===== src/rtl/sram_req_arbiter.sv =====
// sram_req_arbiter: shares one SRAM-like memory port between instruction fetch (I)
// and load/store (D), with in-order response steering through a small ID FIFO.
`default_nettype none

module sram_req_arbiter #(
  parameter int OUTSTANDING = 2,
  parameter int STARVE_MAX  = 4
) (
  input  logic        clk,
  input  logic        resetn,
  input  logic        i_req,
  input  logic        i_wr,
  input  logic [1:0]  i_size,
  input  logic [3:0]  i_wstrb,
  input  logic [31:0] i_addr,
  input  logic [31:0] i_wdata,
  output logic        i_addr_ok,
  output logic        i_data_ok,
  output logic [31:0] i_rdata,
  input  logic        d_req,
  input  logic        d_wr,
  input  logic [1:0]  d_size,
  input  logic [3:0]  d_wstrb,
  input  logic [31:0] d_addr,
  input  logic [31:0] d_wdata,
  output logic        d_addr_ok,
  output logic        d_data_ok,
  output logic [31:0] d_rdata,
  output logic        mem_req,
  output logic        mem_wr,
  output logic [1:0]  mem_size,
  output logic [3:0]  mem_wstrb,
  output logic [31:0] mem_addr,
  output logic [31:0] mem_wdata,
  input  logic        mem_addr_ok,
  input  logic        mem_data_ok,
  input  logic [31:0] mem_rdata,
  output logic        err_orphan
);

  localparam int PW = (OUTSTANDING > 1) ? $clog2(OUTSTANDING) : 1;

  typedef enum logic [1:0] {
    IDLE   = 2'd0,
    HOLD_I = 2'd1,
    HOLD_D = 2'd2
  } state_t;

  state_t                 state, state_nxt;
  logic [OUTSTANDING-1:0] id_q;
  logic [PW-1:0]          head, tail;
  logic [2:0]             count;
  logic [2:0]             starve_cnt;
  logic                   full, empty, grant_i, grant_d, push, pop, head_is_d;

  function automatic logic [PW-1:0] ptr_next(input logic [PW-1:0] p);
    return (p == PW'(OUTSTANDING - 1)) ? '0 : p + 1'b1;
  endfunction

  assign full      = (count == 3'(OUTSTANDING));
  assign empty     = (count == 3'd0);
  assign head_is_d = id_q[head];

  // Grant is suppressed entirely in reset so no handshake can leak out.
  always_comb begin
    grant_i   = 1'b0;
    grant_d   = 1'b0;
    state_nxt = state;
    if (resetn && !full) begin
      case (state)
        IDLE: begin
          if (i_req && (!d_req || starve_cnt == 3'(STARVE_MAX))) grant_i = 1'b1;
          else if (d_req)                                        grant_d = 1'b1;
          if ((grant_i || grant_d) && !mem_addr_ok)
            state_nxt = grant_i ? HOLD_I : HOLD_D;
        end
        HOLD_I: begin
          grant_i = 1'b1;
          if (mem_addr_ok && i_req) state_nxt = IDLE;
        end
        HOLD_D: begin
          grant_d = 1'b1;
          if (mem_addr_ok && d_req) state_nxt = IDLE;
        end
        default: state_nxt = IDLE;
      endcase
    end
  end

  always_comb begin
    mem_req   = (grant_i & i_req) | (grant_d & d_req);
    mem_wr    = 1'b0;
    mem_size  = 2'd0;
    mem_wstrb = 4'd0;
    mem_addr  = 32'd0;
    mem_wdata = 32'd0;
    if (grant_i) begin
      mem_wr    = i_wr;
      mem_size  = i_size;
      mem_wstrb = i_wstrb;
      mem_addr  = i_addr;
      mem_wdata = i_wdata;
    end else if (grant_d) begin
      mem_wr    = d_wr;
      mem_size  = d_size;
      mem_wstrb = d_wstrb;
      mem_addr  = d_addr;
      mem_wdata = d_wdata;
    end
  end

  assign push      = mem_req & mem_addr_ok;
  assign pop       = mem_data_ok & ~empty;
  assign i_addr_ok = mem_addr_ok & grant_i & mem_req;
  assign d_addr_ok = mem_addr_ok & grant_d & mem_req;
  assign i_data_ok = pop & ~head_is_d;
  assign d_data_ok = pop & head_is_d;
  assign i_rdata   = mem_rdata;
  assign d_rdata   = mem_rdata;

  always_ff @(posedge clk or negedge resetn) begin
    if (!resetn) begin
      state      <= IDLE;
      id_q       <= '0;
      head       <= '0;
      tail       <= '0;
      count      <= 3'd0;
      starve_cnt <= 3'd0;
      err_orphan <= 1'b0;
    end else begin
      state <= state_nxt;
      if (push) begin
        id_q[tail] <= grant_d;
        tail       <= ptr_next(tail);
      end
      if (pop) head <= ptr_next(head);
      case ({push, pop})
        2'b10:   count <= count + 3'd1;
        2'b01:   count <= count - 3'd1;
        default: count <= count;
      endcase
      // Saturate so the starvation threshold is always reachable for I.
      if (push && grant_i)
        starve_cnt <= 3'd0;
      else if (push && grant_d && i_req && starve_cnt != 3'(STARVE_MAX))
        starve_cnt <= starve_cnt + 3'd1;
      if (mem_data_ok && empty) err_orphan <= 1'b1;
    end
  end

endmodule

`default_nettype wire

===== config.mk =====
export PLATFORM = sky130hd
export DESIGN_NAME = sram_req_arbiter
export DESIGN_NICKNAME = d
export VERILOG_FILES = /design/src/rtl/sram_req_arbiter.sv
export SDC_FILE = /design/constraint.sdc
export NUM_CORES = 1
export LEC_CHECK = 0
export BUFFER_PORTS_ARGS = -buffer_cell sky130_fd_sc_hd__buf_2
export CELL_PAD_IN_SITES_DETAIL_PLACEMENT = 0
export CELL_PAD_IN_SITES_GLOBAL_PLACEMENT = 1
export CORE_AREA = 2 2 124 126
export CTS_BUF_LIST = sky130_fd_sc_hd__clkbuf_2
export DETAILED_ROUTE_END_ITERATION = 16
export DIE_AREA = 0 0 126 128
export HOLD_SLACK_MARGIN = 0.12
export PLACE_DENSITY = 0.78
export SYNTH_ARGS = -nofsm -noshare
export SYNTH_HDL_FRONTEND = slang
export SYNTH_SLANG_ARGS = --single-unit

===== constraint.sdc =====
create_clock -name clk -period 5.65 [get_ports clk]
set_clock_uncertainty 0.15 [all_clocks]
set_input_delay 1.13 -clock clk [delete_from_list [all_inputs] [get_ports clk]]
set_output_delay 1.13 -clock clk [all_outputs]
set_load 0.1 [all_outputs]

* After elaboration in Yosys (flattened, before gate mapping) *
Index checks and enable logic that the tools add are counted.

operators by class
  add/subtract/negate cells = 5
  $mul = 0
  div/mod/pow operators = 0
  magnitude comparators = 3
  equality and inequality tests = 10
  shift-type cells = 0
  mux-type cells = 36
  bitwise logic cells = 13
  reductions and logical operators = 21

operators by type and width
  cell                                                                          count
  32-bit 2-to-1 mux                                                             4
  1-bit 2-to-1 mux                                                              16
  2-bit 2-to-1 mux                                                              6
  1-bit logical AND                                                             11
  1-bit AND                                                                     10
  4-bit 2-to-1 mux                                                              2
  3-bit by 1-bit adder with 3-bit output, second input constant                 2
  3-bit 2-to-1 mux                                                              2
  2-bit != test, second input constant                                          3
  2-bit case mux with 3 select lines                                            1
  3-bit case mux with 2 select lines                                            1
  2-bit by 1-bit equality test with 1-bit output, second input constant         2
  2-bit equality test, second input constant                                    2
  1-bit by 2-bit less-than comparator with 1-bit output, second input constant  2
  1-bit case mux with 2 select lines                                            2
  4-bit AND reduction                                                           1
  2-bit nonzero test                                                            2
  3-bit by 2-bit equality test with 1-bit output, second input constant         1
  3-bit equality test, second input constant                                    1
  1-bit logical NOT                                                             3
  3-bit logical NOT                                                             1
  3-bit != test, second input constant                                          1
  3-bit by 1-bit subtractor with 3-bit output, second input constant            1
  1-bit adder, second input constant                                            2
  7 further kinds                                                               9

word-level totals
  bits in registers = 13
  latch bits = 0
  bits in writable memories = 0
  bits in read-only memories = 0
  bits of input ports = 180
  output and inout bits = 141
  word-level logic and storage cells = 95
  memories = 0

* Logic depth before layout (Yosys ltp) *
Gate-level depths: netlist of the first run.

  word-level depth = 16
  gate-level depth with buffers = 9
  depth with buffers taken out = 9

* Least setup slack after synthesis of the first run *
OpenSTA, ideal clock, no wires.

  kind = input port to output port
  start point = input d_req
  end point = output d_addr_ok
  data arrival time = 4.351 ns
  required time = 4.370 ns
  slack = 0.019 ns
  stages on the path = 3
  path buffers = 0
  path through = nor2b_1 -> o2111ai_2 -> nor4_1

between the ends
  cells in the longest elaborated chain, start to end = 11
  elaborated cells on any way between the ends = 19
  classes of those cells = 11 x mux; 5 x bitwise; 3 x reduce/logical

RTL lines
  what                                line  text
  start, declared                     20    input logic d_req,
  1-bit logical NOT                   72    if (i_req && (!d_req || starve_cnt == 3'(STARVE_MAX))) grant_i = 1'b1;
  1-bit logical OR                    72
  1-bit logical AND                   72
  1-bit 2-to-1 mux                    72
  1-bit 2-to-1 mux                    70    case (state)
  1-bit 2-to-1 mux                    69    if (resetn && !full) begin
  1-bit case mux with 2 select lines  70
  1-bit 2-to-1 mux                    69
  1-bit AND                           91    mem_req = (grant_i & i_req) | (grant_d & d_req);
  1-bit OR                            91
  1-bit AND *                         115   assign d_addr_ok = mem_addr_ok & grant_d & mem_req;
  end, declared                       26    output logic d_addr_ok,

Mark *: on every way between the ends. The rest lies on a longest branch, timed or not. The select of a mux whose other input is x is not followed.

* Final worst setup path of the first run *
  start point = input resetn
  end point = output mem_wdata[13]

between the ends
  cells in the longest elaborated chain, start to end = 4
  elaborated cells on any way between the ends = 5
  classes of those cells = 4 x mux; 1 x reduce/logical

RTL lines
  what                 line  text
  start, declared      10    input logic resetn,
  1-bit logical AND *  69
  1-bit 2-to-1 mux     69
  32-bit 2-to-1 mux    103   end else if (grant_d) begin
  32-bit 2-to-1 mux *  97    if (grant_i) begin
  end, declared        34    output logic [31:0] mem_wdata,

Mark *: on every way between the ends. The rest lies on a longest branch, timed or not.

==> results.tsv, run 1 <==
stage	metric	value	unit
run_status	status	complete, no violations	
place	Cells after DPL	564	
place	Area after DPL	0.00282	mm²
routing	DRT Wirelength	9.91	mm
timing	RSZ-0062 raised after global routing	no	
clock_tree	clock tree sinks	13	
finish	area grow syn2layout	39.3	%
floorplanning	die footprint	0.0161	mm²
pwr	leakage	1.67	nW
timing	measured slew at the worst slew-check pin	525	ps
routing	# DRC	0	
floorplanning	chip height	128	µm
clock_tree	post-CTS setup buffer count	0	
synthesis	Syn Nets	412	
pwr	switch share	0.764	
timing	FMAX	232	MHz
pwr	Sequential Power Share	0.090	
timing	final hold viol count	0	
critical_path	Crit Path Category	in2out	
finish	Fill cells	1689	
clock_tree	clk_lat worst skew	270	ps
critical_path	Crit Path Max Fanout	45	
finish	area of the multi-input gates	0.00109	mm²
pwr	Internal	0.000484	W
floorplanning	Initial Util	0.137	
synthesis	post-synth top area share	0.305	
clock_tree	cts hold-fix bufs	0	
routing	Vias	2297	
place	post-place setup slack	1280	ps
finish	post-route cell area	0.00284	mm²
finish	post-route core utilization	0.191	
pwr	Comb pwr share	0.887	
synthesis	Cell Area, Synth	0.00204	mm²
global_route	total gr overflow	0	
finish	FF/Latch Area	325	µm²
pwr	Clock power frac	0.024	
clock_tree	cts repair resizes	0	
clock_tree	TritonCTS clock tree	done	
synthesis	Synth area leader	a22o_1	
place	I/O Buffers	224	
synthesis	Top FF cell, synth	dfrtp_1	
finish	Final Non-Filler Cells	568	
synthesis	Synth Warn #	0	
finish	# nets final	565	
timing	post-route setup TNS	0	ps
pwr	Pwr Density	721	mW/mm²
floorplanning	Core Box Area	0.0149	mm²
critical_path	Data arrival, critical path	3020	ps
clock_tree	Num CTS Buffers	3	
synthesis	Synth Instances	228	
finish	share of layout cells above drive strength 1	0.629	
pwr	Peak supply drop	0.000329	V
synthesis	mean post-synth cell area	8.94	µm²
timing	setup violators final	0	
synthesis	ys async rst share	1.00	
finish	Antenna Cells	0	
job	Max-cap violations	0	
routing	Pre-antenna DRT Iters	4	
place	GP Congestion	0.765	
clock_tree	clock slew at reported path FFs	120	ps
critical_path	startpoint types	input port	
synthesis	Synth Register Bits	13	
global_route	vias in the first global route	2247	
min_path	Hold WC Path Type	reg2reg	
critical_path	worst endpoint required time	4370	ps
synthesis	Post-synth EDFFs	0	
floorplanning	row cnt	45	
clock_tree	Clock Tree Buf Depth	2	
timing	period utilization	0.762	
routing	Iter 0 DRT Violations	86	
floorplanning	die width	126	µm
routing	ANT nets after route	0	
pwr	switching power	0.00156	W
critical_path	Cell Chain, Critical Path	buf_2 > nand2_8 > nor3_4 > buf_4 > a22o_1 > buf_2	
global_route	initial antenna violation count	0	
floorplanning	IO Count	321	
critical_path	CP dominant cell by count	buf_2	
place	post-DP HPWL	8.46	mm
critical_path	max incr delay on CP	460	ps
global_route	largest net degree at the start of global routing	46	
clock_tree	CTS H-Tree Depth	1	
routing	routed vias/inst	4.04	
timing	Max transition margin	0.652	
critical_path	Critical Path Sink Type	output port	
synthesis	ranking of synthesized cells by area	a22o_1 (30%), buf_4 (24%), dfrtp_1 (16%)	
global_route	Tot GR Track Use	0.109	
synthesis	register area share after synthesis	0.160	
routing	Wirelength per Cell	17.4	µm
critical_path	Worst path slowest cell	buf_2	
clock_tree	clock root cell	clkbuf_2	
synthesis	Yosys cell types	37	
timing	final slew viol count	0	
global_route	first-pass GRT wire length	13.7	mm
timing	post-layout min period	4300	ps
timing	Final WS setup	1350	ps
[cells in the mapped netlist, types with 2 or more instances]
master,instances
dfrtp_1,13
a22o_1,71
inv_1,6
a21oi_1,2
mux2i_1,3
nand2_1,8
buf_2,8
nand4_1,2
buf_4,64
o31a_1,2
buf_6,8
ha_1,3
nor2_1,6
mux2_1,2
o21ai_0,2
xor2_1,3
xnor2_1,4
nor2b_1,2
[critical path: cells and delay by family]
kind | cells | cell delay, ps
compound gates | 1 | 270
simple gates | 2 | 330
buf+inv | 3 | 1280
[flip-flops by register name, summed over array words and instances, names as in the netlist]
| name | flops |
|---|---|
| count | 3 |
| starve_cnt | 3 |
| state | 2 |
| tail | 1 |
| head | 1 |
| id_q | 2 |
| err_orphan | 1 |
[power by group through the flow]
| stage | sequential, W | combinational (W) | clock, W |
|---|---|---|---|
| floorplan | 0.000195 | 0.00175 | 0 |
| global placement | 0.000185 | 0.00182 | 0 |
| detailed placement | 0.000185 | 0.00183 | 0 |
| CTS | 0.000183 | 0.00183 | 0.0000511 |
| global route | 0.000190 | 0.00189 | 0.0000571 |
| finish | 0.000184 | 0.00182 | 0.0000486 |
[cells by family (layout without fill, tap and decap cells)]
logic type	count (synthesis)	in the layout	share of synthesized area
mux	5	5	0.0258
buf+inv	86	238	0.310
fa+ha+maj	4	4	0.0282
compound gates	82	82	0.348
simple gates	31	31	0.0982
xor+xnor	7	7	0.0301
flops	13	13	0.160
[path summary, 6_finish.rpt]
check | depth (start not counted) | startpoint | slack [ps] | endpoint
min reg2reg | 1 | err_orphan | 320 | err_orphan
min in group asynchronous | 1 | resetn | 630 | count[1]
max | 6 | resetn | 1350 | mem_wdata[13]
min | 1 | err_orphan | 320 | err_orphan
max in group asynchronous | 1 | resetn | 4410 | count[2]
max reg2reg | 8 | count[0] | 3160 | count[2]
[through the flow]
stage | power [W] | hold WS, ps
3_5_place_dp | 0.00201 | 292
2_1_floorplan | 0.00194 | 307
6_report | 0.00205 | 325
4_1_cts | 0.00207 | 328
5_1_grt | 0.00214 | 344
3_3_place_gp | 0.00200 | 315
[layer usage]
metal,track usage,routed length (µm),up-vias,share of wire
met2,0.195,4910,182,0.50
met4,0.0136,56,0,0.0057
met1,0.130,3870,1022,0.39
met3,0.0376,1060,6,0.11
met5,0,0,-,0
li1,-,-,1087,-
[area by class of cell]
| type | instances | area share |
|---|---|---|
| repair buffers | 228 | 0.405 |
| clock buffers | 4 | 0.00705 |
| multi-input cells | 129 | 0.383 |
| inverters | 6 | 0.00793 |
| well taps | 188 | 0.0828 |
| flip-flops and latches | 13 | 0.114 |
[cells in the final DEF, fill, tap and decap left out]
cell type	count
buf_2	224
a22o_1	71
dfrtp_1	13
nand2_1	8
inv_1	6
nor2_1	6
xnor2_1	4
clkbuf_2	4
buf_4	4
mux2i_1	3
xor2_1	3
ha_1	3
a21oi_1	2
nor3_4	2
nor2b_1	2
nand4_1	2
o31a_1	2
o21ai_0	2
mux2_1	2
a21bo_2	1
or3b_1	1
nand2_8	1
nand3_1	1
nor3_1	1
nand2b_1	1
and2b_1	1
o211a_2	1
o2111ai_2	1
nor4_2	1
nor4_1	1
a21boi_0	1
and3b_1	1
a21o_1	1
and3_1	1
and4b_1	1
fa_1	1
(Power assumes the default switching activity.)
==> run 2, diff against run 1 <==
- CORE_AREA: 2 2 124 126 -> 2 2 123 125
- DIE_AREA: 0 0 126 128 -> 0 0 125 127
- PLACE_DENSITY: 0.78 -> 0.79
- clock period: 5.65 -> 4.4 ns (I/O delays scaled with it)
==> run 2 against run 1 <==
  * Global-route usage grew 2.2 points
  * Worst hold slack got worse by 37 ps
  * Flip-flop and latch count stayed put
  * Die area decreased by 1.6%
  * Sequential power is 28% higher
  * Clock-buffer cell count stayed put
  * Routed wire length increased by 17%
  * Critical path depth grew 1
==> results.tsv, run 2 (synthesized netlist as in run 1, its figures left out) <==
stage	metric	value	unit	change
pwr	Pwr Density	928	mW/mm²	+29%
finish	most frequent cells in the layout	buf_2 (221), a22o_1 (71), dfrtp_1 (13)		
global_route	global routing's busiest layer	met2		
pwr	switching power	0.00203	W	+30%
finish	Fill cells	1644		-2.7%
clock_tree	CTS H-Tree Depth	1		unchanged
min_path	Hold WC Path Type	in2async		
clock_tree	Num CTS Buffers	3		unchanged
global_route	global routing usage on met3	0.0921		+0.0546
place	post-DP HPWL	9.92	mm	+17%
critical_path	startpoint types	input port		
floorplanning	IO Count	321		unchanged
floorplanning	die width	125	µm	-0.79%
pwr	leakage	1.68	nW	+0.37%
pwr	Internal	0.000627	W	+29%
timing	post-layout min period	3760	ps	
global_route	met2 usage	0.192		-0.00267
pwr	Peak supply drop	0.000297	V	-9.8%
critical_path	RR Endpoint	count[2]		
timing	post-route setup TNS	0	ps	unchanged
clock_tree	clock slew at reported path FFs	130	ps	about the same
global_route	vias in the first global route	2330		+3.7%
place	I/O Buffers	224		unchanged
critical_path	Reg2Reg Setup Slack	1910	ps	-1250 ps
global_route	total gr overflow	0		unchanged
floorplanning	Initial Util	0.141		+0.00419
clock_tree	TritonCTS clock tree	done		
pwr	Clock power frac	0.024		about the same
routing	ANT nets after route	0		unchanged
routing	Vias	2363		+2.9%
finish	Top Registers	count x3, starve_cnt x3		
pwr	Sequential Power Share	0.088		-0.002
global_route	initial antenna violation count	3		+3
finish	# nets final	566		+0.18%
global_route	largest net degree at the start of global routing	42		-8.7%
global_route	Tot GR Track Use	0.131		+0.0218
timing	period utilization	0.855		
run_status	status	complete, no violations		
finish	commonest non-fill, non-tap cell in the layout	buf_2		
floorplanning	die footprint	0.0159	mm²	-1.6%
floorplanning	row cnt	44		-2.2%
routing	Pre-antenna DRT Iters	4		unchanged
timing	FMAX	266	MHz	
critical_path	worst r2r path cells	8		unchanged
global_route	grt met1 use	0.152		+0.0224
routing	routed vias/inst	4.16		+2.9%
critical_path	Critical Path Sink Type	output port		
floorplanning	Core Box Area	0.0144	mm²	-3.0%
global_route	first-pass GRT wire length	15.5	mm	+14%
clock_tree	cts hold-fix bufs	0		unchanged
clock_tree	cts repair resizes	0		unchanged
critical_path	worst endpoint required time	3370	ps	-1000 ps
job	Max-cap violations	0		unchanged
clock_tree	clock tree sinks	13		unchanged
critical_path	Crit Path Max Fanout	41		-8.9%
timing	RSZ-0062 raised after global routing	no		
clock_tree	post-CTS setup buffer count	0		unchanged
timing	measured slew at the worst slew-check pin	515	ps	-10.1 ps
timing	final hold viol count	0		unchanged
clock_tree	clock root cell	clkbuf_2		
critical_path	worst reg2reg startpoint	count[2]		
routing	DRT Wirelength	11.5	mm	+17%
floorplanning	chip height	127	µm	-0.78%
clock_tree	Clock Tree Buf Depth	2		unchanged
place	GP Congestion	0.795		+3.9%
routing	Wirelength per Cell	20.3	µm	+17%
routing	# DRC	0		unchanged
timing	setup violators final	0		unchanged
critical_path	Crit Path Category	in2out		
critical_path	Data arrival, critical path	2730	ps	-290 ps
pwr	Comb pwr share	0.888		about the same
finish	share of layout cells above drive strength 1	0.633		+0.00360
finish	FF/Latch Area	325	µm²	unchanged
timing	final slew viol count	0		unchanged
routing	Iter 0 DRT Violations	140		+63%
timing	worst hold slack	288	ps	-36.9 ps
finish	area of the multi-input gates	0.00109	mm²	+0.58%
pwr	switch share	0.764		about the same
timing	Max transition margin	0.659		+0.00669
clock_tree	clk_lat worst skew	270	ps	about the same
finish	area grow syn2layout	40.5	%	
==> run 2: worst max-delay path by stage <==
stage	start	end	slack, ps	cells after the start
2_1_floorplan	d_req	i_addr_ok	330	3
3_3_place_gp	d_req	mem_wdata[29]	630	7
3_5_place_dp	d_req	mem_wdata[27]	640	7
4_1_cts	d_req	mem_wdata[27]	630	7
5_1_grt	d_req	mem_wdata[27]	530	7
6_report	d_req	mem_wdata[27]	640	7
==> run 2: power by group through the flow <==
stage / combinational [W] / sequential, W / clock (W)
2_1_floorplan: 0.00225 / 0.000250 / 0
3_3_place_gp: 0.00237 / 0.000236 / 0
3_5_place_dp: 0.00237 / 0.000238 / 0
4_1_cts: 0.00238 / 0.000235 / 0.0000650
5_1_grt: 0.00245 / 0.000246 / 0.0000724
6_report: 0.00236 / 0.000235 / 0.0000626
==> run 2: final cells by class <==
class / instances / area share
diodes: 3 / 0.00262
clock buffers: 4 / 0.00699
inverters: 6 / 0.00786
multi-input cells: 129 / 0.382
flip-flops and latches: 13 / 0.114
well taps: 184 / 0.0803
repair buffers: 229 / 0.407
==> run 2: stage by stage <==
step / utilization / cell area (µm²) / cells / setup slack [ps] / total power (W)
2_1_floorplan: - / 2050 / 228 / 328 / 0.00250
3_3_place_gp: 0.197 / 2840 / 561 / 628 / 0.00261
3_5_place_dp: 0.197 / 2840 / 561 / 638 / 0.00261
4_1_cts: 0.198 / 2860 / 565 / 629 / 0.00268
5_1_grt: 0.199 / 2870 / 568 / 528 / 0.00277
6_report: 0.199 / 2870 / 568 / 638 / 0.00266
==> run 2: critical path, cell delays in order <==
cell,delay (ps)
buf_2,130
a21bo_2,190
a21oi_1,120
nor3_4,200
buf_4,410
a22o_1,300
buf_2,460
==> run 2: routing by layer <==
metal | up-vias | part of all wire
met3 | 19 | 0.17
met5 | - | 0
li1 | 1094 | -
met2 | 187 | 0.43
met4 | 0 | 0.024
met1 | 1063 | 0.38
==> run 3, diff against run 2 <==
- CORE_AREA: 2 2 123 125 -> unset
- CORE_MARGIN: unset -> 10
- CORE_UTILIZATION: unset -> 18
- DIE_AREA: 0 0 125 127 -> unset
- PLACE_DENSITY: 0.79 -> 0.95
==> run 3 against run 2 <==
  * Combinational power barely moved
  * Total power fell by 0.54%
  * Die area rose by 0.71%
  * Via count rose by 0.25%
  * Critical endpoint is now mem_addr[7]
==> results.tsv, run 3 (synthesized netlist as in run 1, its figures left out) <==
stage	metric	value	unit	change
critical_path	Crit Path Max Fanout	73		+78%
routing	# DRC	0		unchanged
floorplanning	chip height	126	µm	-0.44%
routing	routed vias/inst	4.57		+9.9%
finish	Antenna Cells	0		-3
timing	measured slew at the worst slew-check pin	559	ps	+43.8 ps
global_route	first-pass GRT wire length	15.2	mm	-2.0%
global_route	largest net degree at the start of global routing	74		+76%
clock_tree	post-CTS setup buffer count	0		unchanged
critical_path	worst endpoint required time	3370	ps	about the same
place	post-place setup slack	584	ps	-53.3 ps
finish	commonest non-fill, non-tap cell in the layout	buf_2		
timing	post-layout min period	3750	ps	-12.0 ps
timing	period utilization	0.852		-0.00273
place	GP Congestion	0.785		-1.2%
clock_tree	clk_lat worst skew	270	ps	about the same
finish	share of layout cells above drive strength 1	0.630		-0.00292
pwr	Pwr Density	945	mW/mm²	+1.9%
finish	# nets final	563		-0.53%
clock_tree	CTS H-Tree Depth	1		unchanged
critical_path	Crit Path Category	in2out		
timing	post-route setup TNS	0	ps	unchanged
critical_path	Data arrival, critical path	2720	ps	about the same
routing	ANT nets after route	0		unchanged
min_path	Hold WC Path Type	reg2reg		
critical_path	Critical Path Sink Type	output port		
timing	final hold viol count	0		unchanged
place	I/O Buffers	224		unchanged
routing	Vias	2369		+0.25%
clock_tree	cts repair resizes	0		unchanged
finish	area grow syn2layout	37.2	%	
finish	Top Registers	count x3, starve_cnt x3		
routing	Wirelength per Cell	20.6	µm	+1.3%
timing	setup violators final	0		unchanged
finish	most frequent cells in the layout	buf_2 (224), a22o_1 (71), dfrtp_1 (13)		
routing	DRT Wirelength	10.7	mm	-7.6%
finish	FF/Latch Area	325	µm²	unchanged
timing	Final WS setup	650	ps	+12.0 ps
floorplanning	IO Count	321		unchanged
pwr	Peak supply drop	0.000590	V	+99%
floorplanning	die width	126	µm	+1.2%
routing	Iter 0 DRT Violations	148		+5.7%
clock_tree	TritonCTS clock tree	done		
clock_tree	Clock Tree Buf Depth	2		unchanged
pwr	leakage	1.67	nW	-0.55%
floorplanning	Initial Util	0.186		+0.0443
timing	final slew viol count	0		unchanged
timing	FMAX	267	MHz	+0.32%
clock_tree	clock root cell	clkbuf_2		
global_route	vias in the first global route	2388		+2.5%
global_route	initial antenna violation count	0		-3
routing	Pre-antenna DRT Iters	5		+1
global_route	Tot GR Track Use	0.116		-0.0147
place	post-DP HPWL	9.09	mm	-8.3%
floorplanning	die footprint	0.0160	mm²	+0.71%
clock_tree	clock tree sinks	13		unchanged
finish	area of the multi-input gates	0.00109	mm²	unchanged
critical_path	startpoint types	input port		
floorplanning	row cnt	38		-14%
timing	Max transition margin	0.630		-0.0290
clock_tree	Num CTS Buffers	3		unchanged
clock_tree	cts hold-fix bufs	0		unchanged
finish	Fill cells	1203		-27%
global_route	total gr overflow	0		unchanged
run_status	status	complete, no violations		
job	Max-cap violations	0		unchanged
timing	RSZ-0062 raised after global routing	no		
floorplanning	Core Box Area	0.0110	mm²	-24%
clock_tree	clock slew at reported path FFs	120	ps	about the same
-- run 3: path summary, 6_finish.rpt --
check                           startpoint     endpoint  slack, ps  cells past startpoint
worst max register to register    count[2]     count[2]       1840                      8
worst min register to register  err_orphan   err_orphan        320                      1
worst max-delay path                resetn  mem_addr[7]        650                      6
min in group asynchronous           resetn     count[2]        380                      1
worst min-delay path            err_orphan   err_orphan        320                      1
max in group asynchronous           resetn     count[0]       3410                      1
-- run 3: worst max-delay path, stage by stage --
cell and delay (ps):
buf_2 370, nand2_8 130, nor3_4 220, buf_12 320, a22o_1 290, buf_2 470
-- run 3: layout make-up --
class,instances,share of cell area
Clock buffer,4,0.00716
Sequential cell,13,0.116
Multi-Input combinational cell,129,0.391
Timing Repair Buffer,226,0.415
Tap cell,140,0.0626
Inverter,6,0.00805
-- run 3: stage by stage --
stage | power, W | instances | util | instance area (µm²) | hold WS (ps)
6_report | 0.00264 | 518 | 0.255 | 2800 | 325
5_1_grt | 0.00275 | 518 | 0.255 | 2800 | 365
4_1_cts | 0.00266 | 518 | 0.255 | 2800 | 335
3_5_place_dp | 0.00259 | 514 | 0.253 | 2780 | 305
3_3_place_gp | 0.00256 | 514 | 0.253 | 2780 | 288
2_1_floorplan | 0.00250 | 228 | - | 2050 | 307
-- run 3: power by group --
group | switching (W) | total, W | internal [W] | leakage [nW]
sequential | 0.0000574 | 0.000235 | 0.000178 | 0.154
clock | 0.0000385 | 0.0000626 | 0.0000241 | 0.0166
combinational | 0.00192 | 0.00235 | 0.000427 | 1.50
-- run 3: routing by layer --
| metal | share of wire | vias up | global-route usage |
|---|---|---|---|
| li1 | - | 1082 | - |
| met1 | 0.35 | 1118 | 0.123 |
| met2 | 0.54 | 151 | 0.219 |
| met3 | 0.10 | 18 | 0.0404 |
| met4 | 0.0087 | 0 | 0.0181 |
| met5 | 0 | - | 0 |
